--- src/rtl/sr_delay_bank_pkg.sv ---
// Shared constants and helpers for the sr_delay_bank multi-channel delay line.
// Channel i occupies bits [lane_lo(i, WIDTH) +: WIDTH] of the packed d/q buses.
package sr_delay_bank_pkg;

  localparam int DEF_CHANNELS = 24;
  localparam int DEF_WIDTH    = 1;
  localparam int DEF_DEPTH    = 16;
  localparam int DEF_ABITS    = 4;
  localparam int DEF_CBITS    = $clog2(DEF_CHANNELS);
  // Register delay for behavioural models; the synthesizable RTL applies none.
  localparam int DEF_DELAY    = 3;

  function automatic int lane_lo(input int idx, input int width);
    return idx * width;
  endfunction

endpackage

--- src/rtl/sr_delay_chan.sv ---
// One delay channel: SRL-style shifter with runtime tap, saturating settle
// counter and registered settled flag.
module sr_delay_chan
  import sr_delay_bank_pkg::*;
#(
  parameter int               WIDTH = DEF_WIDTH,
  parameter int               DEPTH = DEF_DEPTH,
  parameter int               ABITS = DEF_ABITS,
  parameter logic [WIDTH-1:0] INIT  = '0
) (
  input  logic             clk,
  input  logic             rst_n,
  input  logic             ce,
  input  logic [WIDTH-1:0] d,
  input  logic             wr,
  input  logic [ABITS-1:0] wr_dly,
  output logic [WIDTH-1:0] q,
  output logic             q_vld,
  output logic [ABITS-1:0] tap
);

  localparam logic [ABITS:0] CNT_MAX = (ABITS + 1)'(DEPTH);

  logic [DEPTH-1:0][WIDTH-1:0] mem;
  logic [ABITS:0]              cnt;
  logic [ABITS:0]              cnt_next;
  logic [ABITS-1:0]            tap_next;
  logic                        wr_eff;

  // Rewriting the current tap must leave the settle state alone.
  assign wr_eff = wr && (wr_dly != tap);

  // NOTE: every always_comb output gets a default first so no latch is inferred.
  always_comb begin
    tap_next = tap;
    cnt_next = cnt;
    if (wr_eff) begin
      tap_next = wr_dly;
      cnt_next = '0;
    end else if (ce && (cnt != CNT_MAX)) begin
      cnt_next = cnt + (ABITS + 1)'(1);
    end
  end

  // NOTE: the storage is reset on purpose so q is defined (INIT) during reset;
  // this gives up true SRL mapping in exchange for deterministic alignment.
  always_ff @(posedge clk or negedge rst_n) begin
    if (!rst_n) begin
      mem   <= {DEPTH{INIT}};
      tap   <= '0;
      cnt   <= '0;
      q_vld <= 1'b0;
    end else begin
      if (ce) mem <= {mem[DEPTH-2:0], d};
      tap   <= tap_next;
      cnt   <= cnt_next;
      q_vld <= cnt_next > {1'b0, tap_next};
    end
  end

  assign q = mem[tap];

endmodule

--- src/rtl/sr_delay_bank.sv ---
// Bank of independent programmable delay channels for per-antenna skew
// compensation, with a channel-addressed tap write port and tap readback.
module sr_delay_bank
  import sr_delay_bank_pkg::*;
#(
  parameter int               CHANNELS = DEF_CHANNELS,
  parameter int               WIDTH    = DEF_WIDTH,
  parameter int               DEPTH    = DEF_DEPTH,
  parameter int               ABITS    = DEF_ABITS,
  parameter int               CBITS    = $clog2(CHANNELS),
  parameter logic [WIDTH-1:0] INIT     = '0
) (
  input  logic                      clk,
  input  logic                      rst_n,
  input  logic                      ce,
  input  logic [CHANNELS*WIDTH-1:0] d,
  output logic [CHANNELS*WIDTH-1:0] q,
  output logic [CHANNELS-1:0]       q_vld,
  output logic                      all_vld,
  input  logic                      set_en,
  input  logic [CBITS-1:0]          set_chan,
  input  logic [ABITS-1:0]          set_dly,
  input  logic [CBITS-1:0]          rd_chan,
  output logic [ABITS-1:0]          rd_dly
);

  logic [ABITS-1:0] taps [CHANNELS];

  for (genvar i = 0; i < CHANNELS; i++) begin : g_chan
    logic wr;
    // Out-of-range set_chan values match no channel and are dropped.
    assign wr = set_en && (set_chan == CBITS'(i));

    sr_delay_chan #(
      .WIDTH (WIDTH),
      .DEPTH (DEPTH),
      .ABITS (ABITS),
      .INIT  (INIT)
    ) u_chan (
      .clk    (clk),
      .rst_n  (rst_n),
      .ce     (ce),
      .d      (d[lane_lo(i, WIDTH) +: WIDTH]),
      .wr     (wr),
      .wr_dly (set_dly),
      .q      (q[lane_lo(i, WIDTH) +: WIDTH]),
      .q_vld  (q_vld[i]),
      .tap    (taps[i])
    );
  end

  assign all_vld = &q_vld;

  always_ff @(posedge clk or negedge rst_n) begin
    if (!rst_n) begin
      rd_dly <= '0;
    end else if (int'(rd_chan) < CHANNELS) begin
      rd_dly <= taps[rd_chan];
    end else begin
      rd_dly <= '0;
    end
  end

endmodule

--- config.mk ---
export PLATFORM = sky130hd
export DESIGN_NAME = sr_delay_bank
export DESIGN_NICKNAME = d
export VERILOG_FILES = /design/src/rtl/sr_delay_bank_pkg.sv /design/src/rtl/sr_delay_chan.sv /design/src/rtl/sr_delay_bank.sv
export SDC_FILE = /design/constraint.sdc
export NUM_CORES = 1
export LEC_CHECK = 0
export ABC_AREA = 1
export CAP_MARGIN = 20
export CORE_ASPECT_RATIO = 1.1
export CORE_MARGIN = 2
export CORE_UTILIZATION = 26
export CTS_CLUSTER_DIAMETER = 200
export CTS_CLUSTER_SIZE = 10
export DETAILED_ROUTE_END_ITERATION = 16
export GPL_TIMING_DRIVEN = 0
export RECOVER_POWER = 50
export SLEW_MARGIN = 20
export SYNTH_ARGS = -nofsm -noshare
export SYNTH_HDL_FRONTEND = slang
export SYNTH_SLANG_ARGS = --single-unit
--- constraint.sdc ---
create_clock -name clk -period 2.3 [get_ports clk]
set_input_delay 0.345 -clock clk [delete_from_list [all_inputs] [get_ports clk]]
set_output_delay 0.345 -clock clk [all_outputs]
set_load 0.03 [all_outputs]
==> results.md <==
- Slew of the pin with the lowest slew margin: between 1000 and 1500 ps
- Final #Nets: 4692
- Per-cell via count in the routed design: 4.72
- Global-route wire length before repair: between 150000 and 200000 µm
- GRT Residual Overflow: 0
- Kind of start point of the critical path: flop
- Worst reg2reg endpoint: g_chan[23].u_chan.q_vld$_DFF_PN0_
- Static Leakage: 19.1 nW
- #FFs+latches synth: roughly 630
- Die Footprint: 134000 µm²
- Num CTS Buffers: 72
- Fraction of power consumed by combinational cells: 0.376
- Max-cap violations: 0
- Yosys synthesis warning count: 0
- Peak ir drop on the vdd network: 445 µV
- Setup skew after layout: around 24 ps
- Last weighted congestion value of the routability-driven placer: 0.941
- Switching portion of total power: 0.380
- Hold path cells: 3
- Cell Int Power: 0.0261 W
- Post-detailed-route wirelength per cell: 17.4 µm
- Setup repair after global routing missed its margin: yes
- 1st-pass router iterations: 6
- Number of failing hold endpoints at the final stage: 0
- Worst skew pair latency: 630 ps
- Setup total negative slack: -219 ps
- Pre-CTS setup slack: -1140 ps
- Final-layout fill cell count: 13600
- Worst min-delay path startpoint: d[17]
- Clock-pin slew on the worst setup and hold paths: roughly 50 ps
- Failing checks: negative setup slack
- Total I/O pin count: 95
- Floorplan die width: 349 µm
- Kind of end point of the critical path: output port
- Cell count after placement: 6035
- Portion of total power attributed to the clock network: 0.244
- Worst min path class: in2reg
- Final Critical Period: 2410 ps
- Pin count of the biggest net entering global routing: 99
- Std-Cell Core Area: 130000 µm²
- Port bufs: 89
- Number of unique standard cell types used by synthesis: 37
- Synth Net Count: 4433
- Area post-placement: 37300 µm²
- Share of final-layout standard cells stronger than drive strength 1: 0.140
- Bufs on Longest Clock Path: 3
- Net switching power figure: 0.0160 W
- Non-filler cells in the finished layout: approximately 6200
- Status: complete, but fails checks
- CP Data Required Time: 1960 ps
- Reg2Reg Setup Slack: -10 ps
- CTS root buf: sky130_fd_sc_hd__clkbuf_16
- Beginning of the worst register-to-register path: g_chan[23].u_chan.tap[0]$_DFF_PN0_
- Synthesized instance count: about 4200
- Hold EP: g_chan[17].u_chan.mem[0]$_DFFE_PN0P_
- Arrival time worst endpoint: 2070 ps
- Critical path fanouts, max: 2
- Initial antenna violation count: 9
- Power density over the cells: approximately 1000 nW/µm²
- Mean instance size in the synthesized netlist: about 8 µm²
- Sum of net half-perimeters after detailed placement: between 70000 and 80000 µm
- Peak clock frequency supported by timing: 415 MHz
- R2R depth: 13
- # setup viols final: 6
- Total track usage: 0.159
- DR iter-0 viols: 2293
- Vertical extent of the die: 384 µm
- Placement row count: 139
- Sequential element share of the synthesized area: 0.461
- Final-report max-slew violation count: 0
- Final instance area: ~41000 µm²
- Count of unresolved DRC violations after routing: 0
- H-tree levels: 3
- Layout-stage area growth over the synthesis result: 21.2%
- CTS sink count: 628
- Area of the mapped netlist: approximately 34000 µm²
- Final ANT Viol Nets: 0
- Via total after detailed routing: a little under 30000
- Worst Slack Setup Final: -110 ps
- Total wirelength of the detailed-routed design: 108000 µm
- Worst Path Class, Setup: reg2out
- Initial standard-cell utilization of the core: 0.261
- Flop pwr share: 0.381
- Slew Limit Headroom: 0.203
- Util after Layout: 0.317
- TritonCTS clock tree: built
- Vias in the first global route: around 28000
- Share of the clock period used by the worst path: 1.05
-- area by class of cell --
type	count	area, µm²	share of cell area
Antenna cell	4	10.0	0.000242
Timing Repair Buffer	229	2330	0.0564
Multi-Input combinational cell	2822	15500	0.375
Sequential cell	628	15700	0.381
Inverter	550	2080	0.0504
Tap cell	1692	2120	0.0513
Clock inverter	3	26.3	0.000636
Buffer	203	1600	0.0388
Clock buffer	76	1890	0.0458
-- worst max-delay path: stages, from the launching register on --
cell and delay, ps:
sky130_fd_sc_hd__dfrtp_2 390, sky130_fd_sc_hd__nand4_1 230, sky130_fd_sc_hd__nor2_4 220, sky130_fd_sc_hd__nand2_4 120
sky130_fd_sc_hd__nor3_4 270, sky130_fd_sc_hd__buf_6 180
-- worst max-delay path by stage --
stage,start,end,slack (ps),depth (start not counted)
global route,g_chan[8].u_chan.cnt[0]$_DFF_PN0_,g_chan[8].u_chan.q_vld$_DFF_PN0_,-160,12
floorplan,set_dly[0],g_chan[18].u_chan.q_vld$_DFF_PN0_,360,12
global placement,rst_n,g_chan[5].u_chan.mem[0]$_DFFE_PN0P_,-28190,1
finish,g_chan[15].u_chan.q_vld$_DFF_PN0_,all_vld,-110,5
CTS,g_chan[15].u_chan.q_vld$_DFF_PN0_,all_vld,-230,5
detailed placement,ce,g_chan[11].u_chan.q_vld$_DFF_PN0_,-1140,11
-- cell usage in the layout, fill, tap and decap left out, types with 29 or more instances in the layout --
master,count
sky130_fd_sc_hd__inv_2,29
sky130_fd_sc_hd__inv_1,515
sky130_fd_sc_hd__buf_2,41
sky130_fd_sc_hd__xnor2_1,109
sky130_fd_sc_hd__xor2_1,40
sky130_fd_sc_hd__a21oi_2,41
sky130_fd_sc_hd__clkdlybuf4s50_1,57
sky130_fd_sc_hd__o21ai_1,107
sky130_fd_sc_hd__or2_2,31
sky130_fd_sc_hd__buf_4,117
sky130_fd_sc_hd__dfrtp_1,612
sky130_fd_sc_hd__nand2_2,31
sky130_fd_sc_hd__buf_6,64
sky130_fd_sc_hd__nor2_1,87
sky130_fd_sc_hd__nand2_1,1056
sky130_fd_sc_hd__clkbuf_16,89
sky130_fd_sc_hd__nand3_1,270
sky130_fd_sc_hd__a21oi_1,129
sky130_fd_sc_hd__ha_1,140
sky130_fd_sc_hd__nand4_1,32
sky130_fd_sc_hd__clkbuf_1,61
sky130_fd_sc_hd__o211ai_1,98
sky130_fd_sc_hd__o21ai_0,543
-- per-stage QoR --
stage,hold slack (ps),power [W]
final,266,0.0421
after floorplan,49.4,0.0257
after global routing,272,0.0452
after global placement,483,0.0299
after detailed placement,355,0.0302
after CTS,238,0.0418
-- kinds of logic (layout without fill, tap and decap cells) --
group / count (synthesis) / after routing / share of synthesized area
AO/OA/AOI/OAI: 944 / 944 / 0.153
XOR/XNOR: 151 / 151 / 0.0388
adder cells (fa/ha/maj): 144 / 144 / 0.0529
buffers and inverters: 798 / 1061 / 0.100
flip-flops: 628 / 628 / 0.461
other: 0 / 4 / 0
AND/OR/NAND/NOR: 1582 / 1583 / 0.193
-- sequential cells by signal, indices dropped and copies added (netlist names) --
| register | count |
|---|---|
| g_chan.u_chan.mem | 384 |
| g_chan.u_chan.q_vld | 24 |
| g_chan.u_chan.tap | 96 |
| rd_dly | 4 |
| g_chan.u_chan.cnt | 120 |
-- routing by layer --
metal / global-route usage / up-vias / share of wire
met1: 0.205 / 14100 / 0.43
met3: 0.0295 / 211 / 0.064
li1: - / 14200 / -
met2: 0.262 / 829 / 0.47
met5: 0 / - / 0.00034
met4: 0.0623 / 6 / 0.040
-- cells in the mapped netlist, drive strengths merged --
library cell	number	area, µm²
nand2	1099	4160
o21ai	659	3340
dfrtp	628	15700
inv	550	2060
nand3	295	1480
a21oi	170	855
buf	152	996
ha	144	1800
nor2	113	474
xnor2	111	972
o211ai	98	736
clkbuf	96	362
xor2	40	350
or2	37	231
nand4	32	200
a31oi	13	244
a31o	2	17.5
and3	2	12.5
nand3b	2	15.0
nor3	2	10.0
o21a	1	7.51
o21bai	1	7.51
-- repair_timing --
item                                    in CTS  in global routing
pin swaps                                  142                104
setup buffers                               69                 44
resized for setup                          443                203
gates cloned                                18                  2
endpoints found under the setup margin      59                 49
endpoints found under the hold margin       65                  0
hold buffers                                 1                  0
-- power groups by stage --
| stage | logic (W) | registers [W] | clock network [W] |
|---|---|---|---|
| 5_1_grt | 0.0179 | 0.0163 | 0.0109 |
| 4_1_cts | 0.0153 | 0.0160 | 0.0105 |
| 3_5_place_dp | 0.0144 | 0.0159 | 0 |
| 3_3_place_gp | 0.0139 | 0.0159 | 0 |
| 2_1_floorplan | 0.0105 | 0.0152 | 0 |
| 6_report | 0.0158 | 0.0160 | 0.0103 |
(Power assumes the default switching activity.)
